==> src/rtl/stopwatch_ctrl.sv <==
// MM:SS stopwatch control: button edge detect, run/pause FSM, BCD counting and field adjust.
// All outputs are registered and reflect the inputs sampled one clk edge earlier; no backpressure.
module stopwatch_ctrl #(
    parameter bit START_RUNNING = 1'b0
) (
    input  logic       clk,
    input  logic       rst,
    input  logic       pause_db,
    input  logic       reset_db,
    input  logic       sw_adj,
    input  logic       sw_sel,
    input  logic       tick_1hz,
    input  logic       tick_2hz,
    output logic [3:0] min_tens,
    output logic [3:0] min_ones,
    output logic [3:0] sec_tens,
    output logic [3:0] sec_ones,
    output logic       running,
    output logic       blink
);

    typedef enum logic {
        PAUSED  = 1'b0,
        RUNNING = 1'b1
    } state_t;

    typedef struct packed {
        logic [3:0] tens;
        logic [3:0] ones;
    } bcd2_t;

    localparam state_t RESET_STATE = START_RUNNING ? RUNNING : PAUSED;

    // Increment a 00..59 BCD field; the >= compares keep the field legal even from a bad value.
    function automatic bcd2_t bcd_inc(input bcd2_t v);
        bcd2_t r;
        r = v;
        if (v.ones >= 4'd9) begin
            r.ones = 4'd0;
            r.tens = (v.tens >= 4'd5) ? 4'd0 : v.tens + 4'd1;
        end else begin
            r.ones = v.ones + 4'd1;
        end
        return r;
    endfunction

    function automatic logic bcd_is_max(input bcd2_t v);
        return (v.tens >= 4'd5) && (v.ones >= 4'd9);
    endfunction

    state_t state_q, state_d;
    bcd2_t  min_q, min_d;
    bcd2_t  sec_q, sec_d;
    logic   pause_prev_q, pause_prev_d;
    logic   reset_prev_q, reset_prev_d;
    logic   blink_q, blink_d;
    logic   running_q, running_d;
    logic   pause_edge;
    logic   clear_edge;

    assign pause_edge = pause_db & ~pause_prev_q;
    assign clear_edge = reset_db & ~reset_prev_q;

    always_comb begin
        state_d      = state_q;
        min_d        = min_q;
        sec_d        = sec_q;
        blink_d      = blink_q;
        pause_prev_d = pause_db;
        reset_prev_d = reset_db;

        if (clear_edge) begin
            state_d = PAUSED;
            min_d   = '0;
            sec_d   = '0;
            blink_d = sw_adj ? blink_q : 1'b0;
        end else begin
            if (pause_edge) begin
                state_d = (state_q == RUNNING) ? PAUSED : RUNNING;
            end
            if (sw_adj) begin
                if (tick_2hz) begin
                    blink_d = ~blink_q;
                    if (sw_sel) begin
                        sec_d = bcd_inc(sec_q);
                    end else begin
                        min_d = bcd_inc(min_q);
                    end
                end
            end else begin
                blink_d = 1'b0;
                // Tick is judged against the pre-toggle state so a coincident pause edge cannot steal it.
                if ((state_q == RUNNING) && tick_1hz) begin
                    sec_d = bcd_inc(sec_q);
                    if (bcd_is_max(sec_q)) begin
                        min_d = bcd_inc(min_q);
                    end
                end
            end
        end

        running_d = (state_d == RUNNING);
    end

    always_ff @(posedge clk) begin
        if (rst) begin
            state_q      <= RESET_STATE;
            running_q    <= (RESET_STATE == RUNNING);
            min_q        <= '0;
            sec_q        <= '0;
            blink_q      <= 1'b0;
            // Load the live button levels so a press held through reset is not seen as an edge.
            pause_prev_q <= pause_db;
            reset_prev_q <= reset_db;
        end else begin
            state_q      <= state_d;
            running_q    <= running_d;
            min_q        <= min_d;
            sec_q        <= sec_d;
            blink_q      <= blink_d;
            pause_prev_q <= pause_prev_d;
            reset_prev_q <= reset_prev_d;
        end
    end

    assign min_tens = min_q.tens;
    assign min_ones = min_q.ones;
    assign sec_tens = sec_q.tens;
    assign sec_ones = sec_q.ones;
    assign running  = running_q;
    assign blink    = blink_q;

endmodule

==> config.mk <==
export PLATFORM = sky130hd
export DESIGN_NAME = stopwatch_ctrl
export DESIGN_NICKNAME = d
export VERILOG_FILES = /design/src/rtl/stopwatch_ctrl.sv
export SDC_FILE = /design/constraint.sdc
export NUM_CORES = 1
export LEC_CHECK = 0
export ABC_AREA = 1
export ABC_CLOCK_PERIOD_IN_PS = 2600
export BUFFER_PORTS_ARGS = -buffer_cell sky130_fd_sc_hd__buf_4
export CORE_UTILIZATION = 30
export CTS_BUF_LIST = sky130_fd_sc_hd__clkbuf_16
export CTS_CLUSTER_SIZE = 10
export DETAILED_ROUTE_END_ITERATION = 12
export PLACE_DENSITY = 0.55
export SLEW_MARGIN = 20
export SYNTH_ARGS = -nofsm -noshare
export SYNTH_HDL_FRONTEND = slang
export SYNTH_SLANG_ARGS = --single-unit
==> constraint.sdc <==
create_clock -name clk -period 2.6 [get_ports clk]
set_input_delay 0.26 -clock clk [delete_from_list [all_inputs] [get_ports clk]]
set_output_delay 0.26 -clock clk [all_outputs]
set_load 0.02 [all_outputs]
==> results.sh, run 1 <==
export IMPL_critPathArrivalTime_ns=1.84
export IMPL_htree_levels=1
export IMPL_cts_sinks=20
export IMPL_die_area_sq_um=3920
export IMPL_synth_async_reset_ratio_pct=0
export IMPL_dieHeight_microns=62.6
export IMPL_totalPowerFinal_mw=0.688
export IMPL_syn_num_nets=163
export IMPL_finalCritPeriodShare_pct=65.5
export IMPL_p_clk_share_pct=45.7
export IMPL_worstSkewPairLatency_ns=0.25
export IMPL_hold_path_class="in2reg"
export IMPL_postSynthAreaPerCell_sq_um=7.70
export IMPL_worstMarginPinSlew_ns=0.319
export IMPL_hpwlAfterDp_microns=1650
export IMPL_hold_viol=0
export IMPL_grt_max_degree=12
export IMPL_yosys_top_cells_count="inv_1, nand2_1, dfxtp_1, ha_1, a21oi_1"
export IMPL_vias=965
export IMPL_min_from="pause_db"
export IMPL_drv_slew=0
export IMPL_setup_viol=0
export IMPL_ir_worst_vdd_uv=246
export IMPL_synth_area_leader_cell="dfxtp_1"
export IMPL_drtIter0Drc=36
export IMPL_skew_ns=0.00152
export IMPL_numCtsBuffers=3
export IMPL_crit_path_start_kind="flop"
export IMPL_synth_top_cell_area_share_pct=36.4
export IMPL_switching_power_mw=0.148
export IMPL_reg2reg_depth=8
export IMPL_post_route_min_period_ns=1.70
export IMPL_synth_edf_count=0
export IMPL_cts_tree="yes"
export IMPL_powerDensity_nw_per_um2=486
export IMPL_drt_wl_total_microns=2070
export IMPL_final_setup_tns_ns=0
export IMPL_grt_antenna_before_repair=0
export IMPL_grt_usage_pct=11.9
export IMPL_drt_antenna_violating_nets=0
export IMPL_hold_buffers=0
export IMPL_seq_area_frac_synth_pct=36.4
export IMPL_fmax_mhz=587
export IMPL_grt_pass1_vias=893
export IMPL_initial_core_util_pct=32.2
export IMPL_p_comb_share_pct=8.2
export IMPL_row_count=21
export IMPL_holdPathEnd="pause_prev_q"
export IMPL_syn_to_final_growth_pct=28.4
export IMPL_wl_per_cell_microns=9.56
export IMPL_rrSetupSlack_ns=0.90
export IMPL_synth_most_common_cell="inv_1"
export IMPL_synthCells=143
export IMPL_synth_area_leaders="dfxtp_1, ha_1, inv_1"
export IMPL_critPathCaptureType="flop"
export IMPL_portBuffers=25
export IMPL_r2r_end="min_ones[1]"
export IMPL_relSlewSlack_pct=78.8
export IMPL_clkSlewWorstSetupHoldPaths_ns=0.05
export IMPL_cts_root_buf="clkbuf_16"
export IMPL_postCtsSetupRepairBufs=0
export IMPL_max_cap_violations=0
export IMPL_hold_depth=1
export IMPL_cts_resized=0
export IMPL_switching_share_pct=21.5
export IMPL_r2r_start="sec_ones[0]"
export IMPL_ys_flop_type="dfxtp_1"
export IMPL_gp_congestion=0.799
export IMPL_yosysUniqueCellTypes=25
export IMPL_ios=26
export IMPL_grt_pass1_wl_microns=3810
export IMPL_internal_power_mw=0.540
export IMPL_diodes=0
export IMPL_drc=0
export IMPL_chipWidth_microns=62.6
export IMPL_leakage_nw=0.610
export IMPL_synth_seq_cells=20
export IMPL_run_status="finished clean"
export IMPL_nets=192
export IMPL_synth_warnings=0
export IMPL_firstDrtPassIters=4
export IMPL_vias_per_cell=4.45
export IMPL_core_sq_um=3420
export IMPL_synthesis_area_sq_um=1100
export IMPL_crit_fanout=11
export IMPL_required_ns=2.74
export IMPL_rsz0062_at_grt="false"
export IMPL_grt_ovfl_total=0
export IMPL_clockBufferDepth=2
export IMPL_drive_gt1_share_pct=22.2
export IMPL_worstSetupPathType="reg2reg"
export IMPL_p_seq_share_pct=46.2
final cells by class:
type | count | area [sq um]
flip-flops and latches | 20 | 400
clock inverters | 1 | 3.75
repair buffers | 25 | 188
fillers | 368 | 2000
clock buffers | 3 | 75.1
well taps | 46 | 57.6
multi-input cells | 95 | 588
inverters | 27 | 101
power groups by stage:
| stage | Sequential (mW) | Combinational [mW] | Clock, mW |
|---|---|---|---|
| 2_1_floorplan | 0.328 | 0.0295 | 0 |
| 3_3_place_gp | 0.324 | 0.0557 | 0 |
| 3_5_place_dp | 0.324 | 0.0569 | 0 |
| 6_report | 0.318 | 0.0561 | 0.314 |
| 4_1_cts | 0.318 | 0.0573 | 0.322 |
| 5_1_grt | 0.318 | 0.0634 | 0.336 |
layer usage:
layer	vias up	GRT usage (%)	wire length, microns
met5	-	0	0
met4	0	2.62	11
met3	2	3.65	79
met2	18	19.6	1010
met1	439	15.1	973
li1	506	-	-
cells by family after synthesis:
kind of cell | Yosys count | share of synthesized area [%]
buf+inv | 28 | 10.2
fa+ha+maj | 12 | 13.6
xor+xnor | 2 | 1.59
flops | 20 | 36.4
simple gates | 57 | 23.7
compound gates | 24 | 14.4
worst max-delay path: stages (launching register included):
cell and delay (ns):
dfxtp_1 0.42, inv_1 0.09, ha_1 0.24, a21oi_4 0.20, nand3_2 0.10, nand2_2 0.17, nand2_1 0.15, nand2_1 0.16
nor2_1 0.06
through the flow:
stage | util [%] | instance area [sq um] | hold WS (ns) | std cells | setup slack, ns
after floorplan | - | 1100 | 0.288 | 143 | 1.04
final | 41.4 | 1410 | 0.121 | 217 | 0.898
after CTS | 41.4 | 1410 | 0.118 | 217 | 0.884
after global placement | 39.1 | 1340 | 0.376 | 213 | 0.990
after global routing | 41.4 | 1410 | 0.115 | 217 | 0.714
after detailed placement | 39.1 | 1340 | 0.377 | 213 | 0.903
layout by cell type (no fill, tap or decap), drive strengths merged:
cell     n
nand2   28
inv     27
buf     25
dfxtp   20
a21oi   13
ha      12
nor2    12
nand3   11
o21ai    7
nor3     3
clkbuf   3
a211oi   2
nand3b   1
a21boi   1
xor2     1
o22ai    1
nand4    1
xnor2    1
nor3b    1
clkinv   1
sequential cells by signal, indices dropped and copies added, names as in the netlist:
| register | count |
|---|---|
| running | 1 |
| min_ones | 4 |
| min_tens | 4 |
| reset_prev_q | 1 |
| sec_ones | 4 |
| blink | 1 |
| pause_prev_q | 1 |
| sec_tens | 4 |
worst max-delay path by stage:
stage | slack (ns) | to | from
final | 0.90 | min_ones[1] | sec_ones[0]
after global routing | 0.71 | min_ones[0] | sec_ones[0]
after CTS | 0.88 | min_ones[1] | sec_ones[0]
after detailed placement | 0.90 | min_ones[1] | sec_ones[0]
after global placement | 0.99 | min_ones[1] | sec_ones[0]
after floorplan | 1.04 | min_ones[2] | sec_ones[0]
Note: power is estimated with default switching activity, not from simulation.
==> run 2, diff against run 1 <==
- ABC_AREA: 1 -> 0
- ABC_CLOCK_PERIOD_IN_PS: 2600 -> 1600
- clock period: 2.6 -> 1.6 ns (I/O delays scaled with it)
==> run 2 against run 1 <==
Compared with the run above:
- the run now ends with negative setup slack left
- via count rose by 8.2%
- largest cell class unchanged
- global-route usage rose by 2.3 points
- clock skew rose by 0.0024 ns
- area after synthesis rose by 0.80%
- utilization rose by 5.2 points
- maximum frequency fell by 2.1%
- count of clock-buffer cells in the layout did not move
- total power rose by 64%
- clock power rose by 64%
- critical path depth fell by 1
- sequential power rose by 60%
==> results.sh, run 2 <==
export IMPL_run_status="complete, but fails checks"
export IMPL_violations="negative setup slack"
export IMPL_leakage_nw=0.715
export IMPL_synthCells=124
export IMPL_fin_util_pct=46.6
export IMPL_hold_buffers=0
export IMPL_initial_core_util_pct=32.2
export IMPL_vias=1044
export IMPL_seq_area_frac_synth_pct=36.1
export IMPL_worstMarginPinSlew_ns=0.624
export IMPL_dieHeight_microns=62.8
export IMPL_critPathArrivalTime_ns=1.92
export IMPL_cts_root_buf="clkbuf_16"
export IMPL_fmax_mhz=575
export IMPL_critPathCaptureType="flop"
export IMPL_synth_edf_count=0
export IMPL_diodes=0
export IMPL_finalCritPeriodShare_pct=109
export IMPL_setup_viol=12
export IMPL_rsz0062_at_grt="true"
export IMPL_hold_viol=0
export IMPL_syn_to_final_growth_pct=44.6
export IMPL_nets=190
export IMPL_vias_per_cell=4.86
export IMPL_drt_antenna_violating_nets=0
export IMPL_rrSetupSlack_ns=-0.14
export IMPL_htree_levels=1
export IMPL_grt_ovfl_total=0
export IMPL_grt_pass1_wl_microns=4420
export IMPL_core_sq_um=3440
export IMPL_synth_top_cell_area_share_pct=36.1
export IMPL_grt_max_degree=15
export IMPL_worstSkewPairLatency_ns=0.25
export IMPL_postSynthAreaPerCell_sq_um=8.95
export IMPL_syn_num_nets=144
export IMPL_nFillCells=339
export IMPL_crit_fanout=5
export IMPL_firstDrtPassIters=2
export IMPL_p_clk_share_pct=45.7
export IMPL_clockBufferDepth=2
export IMPL_p_seq_share_pct=45.1
export IMPL_wl_per_cell_microns=11.8
export IMPL_row_count=21
export IMPL_grt_antenna_before_repair=0
export IMPL_gp_congestion=0.797
export IMPL_mostFrequentLayoutCells="buf_4, dfxtp_1, nor2_1, a21oi_1, ha_1"
export IMPL_crit_path_start_kind="flop"
export IMPL_final_common_cell="buf_4"
export IMPL_synth_area_leader_cell="dfxtp_1"
export IMPL_ios=26
export IMPL_hold_path_class="in2reg"
export IMPL_portBuffers=25
export IMPL_cts_sinks=20
export IMPL_switching_power_mw=0.244
export IMPL_powerDensity_nw_per_um2=704
export IMPL_clkSlewWorstSetupHoldPaths_ns=0.06
export IMPL_yosysUniqueCellTypes=33
export IMPL_dp_worst_setup_slack_ns=-0.166
export IMPL_layout_setup_ws_ns=-0.139
export IMPL_totalPowerFinal_mw=1.13
export IMPL_switching_share_pct=21.6
export IMPL_hpwlAfterDp_microns=1930
export IMPL_synth_warnings=0
export IMPL_ir_worst_vdd_uv=311
export IMPL_internal_power_mw=0.886
export IMPL_synth_most_common_cell="dfxtp_1"
export IMPL_synthesis_area_sq_um=1110
export IMPL_cts_tree="yes"
export IMPL_synth_async_reset_ratio_pct=0
export IMPL_synth_seq_cells=20
export IMPL_grt_usage_pct=14.2
export IMPL_drtIter0Drc=25
export IMPL_synth_area_leaders="dfxtp_1, ha_1, a21oi_1"
export IMPL_relSlewSlack_pct=58.4
export IMPL_drc=0
export IMPL_numCtsBuffers=3
export IMPL_drt_wl_total_microns=2530
export IMPL_chipWidth_microns=62.8
export IMPL_drv_slew=0
export IMPL_required_ns=1.78
export IMPL_skew_ns=0.00394
export IMPL_post_route_min_period_ns=1.74
export IMPL_max_cap_violations=0
export IMPL_die_area_sq_um=3950
export IMPL_p_comb_share_pct=9.2
export IMPL_yosys_top_cells_count="dfxtp_1, a21oi_1, ha_1, nor2_1"
export IMPL_ys_flop_type="dfxtp_1"
export IMPL_grt_pass1_vias=1009
export IMPL_worstSetupPathType="reg2reg"
export IMPL_whs_ns=0.0165
export IMPL_drive_gt1_share_pct=37.3
## run 2: cell type report
class / count / area [sq um] / share of cell area, %
flip-flops and latches: 20 / 409 / 25.5
inverters: 9 / 36.3 / 2.26
clock inverters: 1 / 3.75 / 0.234
repair buffers: 42 / 315 / 19.6
well taps: 46 / 57.6 / 3.59
multi-input cells: 94 / 708 / 44.1
clock buffers: 3 / 75.1 / 4.68
## run 2: stage by stage
stage / setup TNS, ns / cell area, sq um / cells
3_5_place_dp: -0.966 / 1460 / 207
5_1_grt: -2.16 / 1610 / 215
3_3_place_gp: -0.690 / 1460 / 207
6_report: -0.934 / 1610 / 215
2_1_floorplan: -0.720 / 1120 / 124
4_1_cts: -0.936 / 1580 / 215
## run 2: per-layer routing
layer / share of wire, % / GRT usage [%]
met4: 1.5 / 6.10
met5: 0 / 0
met1: 46 / 17.1
met3: 3.6 / 3.47
met2: 48 / 23.6
## run 2: worst paths after layout
check                    from            to  depth (start not counted)
setup / recovery  sec_ones[1]   min_tens[0]                          7
hold / removal       pause_db  pause_prev_q                          1
setup reg to reg  sec_ones[1]   min_tens[0]                          7
hold reg to reg   min_tens[3]   min_tens[3]                          2
## run 2: critical path, stage by stage, from the launching register on
cell and delay, ns:
dfxtp_4 0.36, inv_4 0.04, ha_4 0.14, or3b_4 0.25
nand2_4 0.07, o41a_4 0.47, nor2_4 0.15, mux2i_1 0.20
## run 2: logic make-up (layout without fill, tap and decap cells)
| family | count (synthesis) | in the layout | synth area share [%] |
|---|---|---|---|
| simple gates | 51 | 51 | 25.8 |
| compound gates | 26 | 26 | 16.9 |
| flops | 20 | 20 | 36.1 |
| fa+ha+maj | 12 | 12 | 13.5 |
| buf+inv | 10 | 55 | 3.38 |
| mux | 3 | 3 | 2.71 |
| xor+xnor | 2 | 2 | 1.58 |
## run 2: timing repair
item,in CTS,in global routing
buffers inserted,4,0
gates resized for setup,2,8
setup endpoints to repair,8,15
pin swaps,3,4
## run 2: power groups by stage
| stage | clock network [mW] | registers [mW] | logic [mW] |
|---|---|---|---|
| 3_3_place_gp | 0 | 0.520 | 0.0936 |
| 4_1_cts | 0.530 | 0.509 | 0.102 |
| 3_5_place_dp | 0 | 0.521 | 0.0951 |
| 5_1_grt | 0.562 | 0.510 | 0.116 |
| 2_1_floorplan | 0 | 0.528 | 0.0477 |
| 6_report | 0.516 | 0.510 | 0.104 |
==> run 3, diff against run 2 <==
- TNS_END_PERCENT: not set -> 5
==> run 3 against run 2 <==
Compared with the run above:
- the run still ends with negative setup slack left
- sequential power hardly changed
- final area rose by 5.5%
- critical endpoint unchanged
- utilization increased by 2.5 points
==> results.sh, run 3 (synthesized netlist as in run 2, its figures left out) <==
export IMPL_run_status="complete, but fails checks"
export IMPL_violations="negative setup slack"
export IMPL_vias_per_cell=4.74
export IMPL_nets=198
export IMPL_gr_usage_met2_pct=25.3
export IMPL_diodes=0
export IMPL_drv_slew=0
export IMPL_dieHeight_microns=62.8
export IMPL_clkSlewWorstSetupHoldPaths_ns=0.06
export IMPL_crit_fanout=4
export IMPL_rsz0062_at_grt="true"
export IMPL_worstMarginPinSlew_ns=0.527
export IMPL_layout_setup_ws_ns=-0.0817
export IMPL_drt_wl_total_microns=2590
export IMPL_drtIter0Drc=30
export IMPL_crit_chain="inv_1, ha_2, nand2b_4, a21oi_2, buf_4, o41a_4, nor2_4, mux2i_1"
export IMPL_skew_ns=0.00377
export IMPL_worstSkewPairLatency_ns=0.26
export IMPL_grt_pass1_vias=1008
export IMPL_max_cap_violations=0
export IMPL_htree_levels=1
export IMPL_hold_viol=0
export IMPL_gp_congestion=0.827
export IMPL_dp_worst_setup_slack_ns=-0.246
export IMPL_nFillCells=336
export IMPL_multi_input_area_sq_um=711
export IMPL_drt_antenna_violating_nets=0
export IMPL_relSlewSlack_pct=64.7
export IMPL_fin_area_sq_um=1690
export IMPL_slowest_stage="o41a_4"
export IMPL_ios=26
export IMPL_syn_to_final_growth_pct=52.5
export IMPL_firstDrtPassIters=4
export IMPL_row_count=21
export IMPL_totalPowerFinal_mw=1.31
export IMPL_whs_ns=0.0111
export IMPL_crit_family="compound AO/OA/AOI/OAI gates"
export IMPL_required_ns=1.79
export IMPL_portBuffers=25
export IMPL_chipWidth_microns=62.8
export IMPL_leakage_nw=0.763
export IMPL_grt_ovfl_total=0
export IMPL_powerDensity_nw_per_um2=775
export IMPL_finalCritPeriodShare_pct=105
export IMPL_initial_core_util_pct=32.2
export IMPL_grt_usage_pct=14.5
export IMPL_vias=1057
export IMPL_grt_max_degree=13
export IMPL_core_sq_um=3440
export IMPL_crit_path_start_kind="flop"
export IMPL_cp_num_buf_inv=2
export IMPL_grt_pass1_wl_microns=4460
export IMPL_gr_max_usage_layer="met2"
export IMPL_die_area_sq_um=3950
export IMPL_max_stage_delay_ns=0.45
export IMPL_cts_root_buf="clkbuf_16"
export IMPL_clockBufferDepth=2
export IMPL_ir_worst_vdd_uv=351
export IMPL_numCtsBuffers=3
export IMPL_critPathArrivalTime_ns=1.87
export IMPL_critPathCaptureType="flop"
export IMPL_drc=0
export IMPL_mostFrequentLayoutCells="buf_4, dfxtp_1, nor2_1, a21oi_1, ha_1"
export IMPL_hpwlAfterDp_microns=1950
export IMPL_fmax_mhz=595
export IMPL_setup_viol=8
export IMPL_grt_antenna_before_repair=0
export IMPL_seqCellArea_sq_um=410
export IMPL_post_route_min_period_ns=1.68
export IMPL_final_common_cell="buf_4"
export IMPL_final_setup_tns_ns=-0.386
export IMPL_wl_per_cell_microns=11.6
export IMPL_cts_tree="yes"
export IMPL_drive_gt1_share_pct=41.8
export IMPL_grt_use_met3_pct=3.83
export IMPL_placed_cell_area_sq_um=1500
export IMPL_hold_path_class="in2reg"
export IMPL_grtUsageMet1_pct=16.4
export IMPL_worstSetupPathType="reg2reg"
export IMPL_cts_sinks=20
## run 3: cell count changes in the layout (fill, tap and decap cells not counted), sizes merged
cell	change
inv	-1
bufinv	+1
buf	+8
## run 3: worst reg2reg max path, delay by kind of cell, from the launching register on
family / cells / cell delay [ns]
AOI/OAI and AO/OA: 2 / 0.51
muxes: 1 / 0.19
DFF: 1 / 0.34
and+or+nand+nor: 2 / 0.22
buffers and inverters: 2 / 0.19
adders and majority gates: 1 / 0.18
## run 3: path summary, 6_finish.rpt
check | startpoint | end | slack (ns) | cells after the start
setup / recovery | sec_tens[0] | min_tens[0] | -0.08 | 8
hold / removal | pause_db | pause_prev_q | 0.01 | 1
setup reg to reg | sec_tens[0] | min_tens[0] | -0.08 | 8
hold reg to reg | min_tens[3] | min_tens[3] | 0.53 | 2
## run 3: final cells by class
| class | instances | share of cell area, % |
|---|---|---|
| Clock buffer | 3 | 4.43 |
| Clock inverter | 1 | 1.77 |
| Timing Repair Buffer | 50 | 22.2 |
| Tap cell | 46 | 3.40 |
| Sequential cell | 20 | 24.2 |
| Inverter | 9 | 2.00 |
| Multi-Input combinational cell | 94 | 42.0 |
## run 3: repair_timing
action,in CTS,in global routing
gates resized for setup,13,0
pin swaps,6,3
buffers inserted,7,0
hold buffers,0,0
endpoints found under the setup margin,11,15
## run 3: stage by stage
stage               utilization, %  instances
finish                        49.2        223
global route                  49.2        223
CTS                           49.2        223
detailed placement            43.6        213
global placement              43.6        213
floorplan                        -        124
## run 3: per-layer routing
layer	wire, microns	share of wire, %	up-vias
met2	1270	49	22
li1	-	-	547
met5	0	0	-
met1	1160	45	484
met3	103	4.0	4
met4	51	2.0	0
## run 3: power by group
| part | switching (mW) | internal [mW] | total, mW |
|---|---|---|---|
| clock network | 0.194 | 0.497 | 0.691 |
| logic | 0.0570 | 0.0547 | 0.112 |
| registers | 0.00625 | 0.504 | 0.510 |
| total | 0.258 | 1.06 | 1.31 |
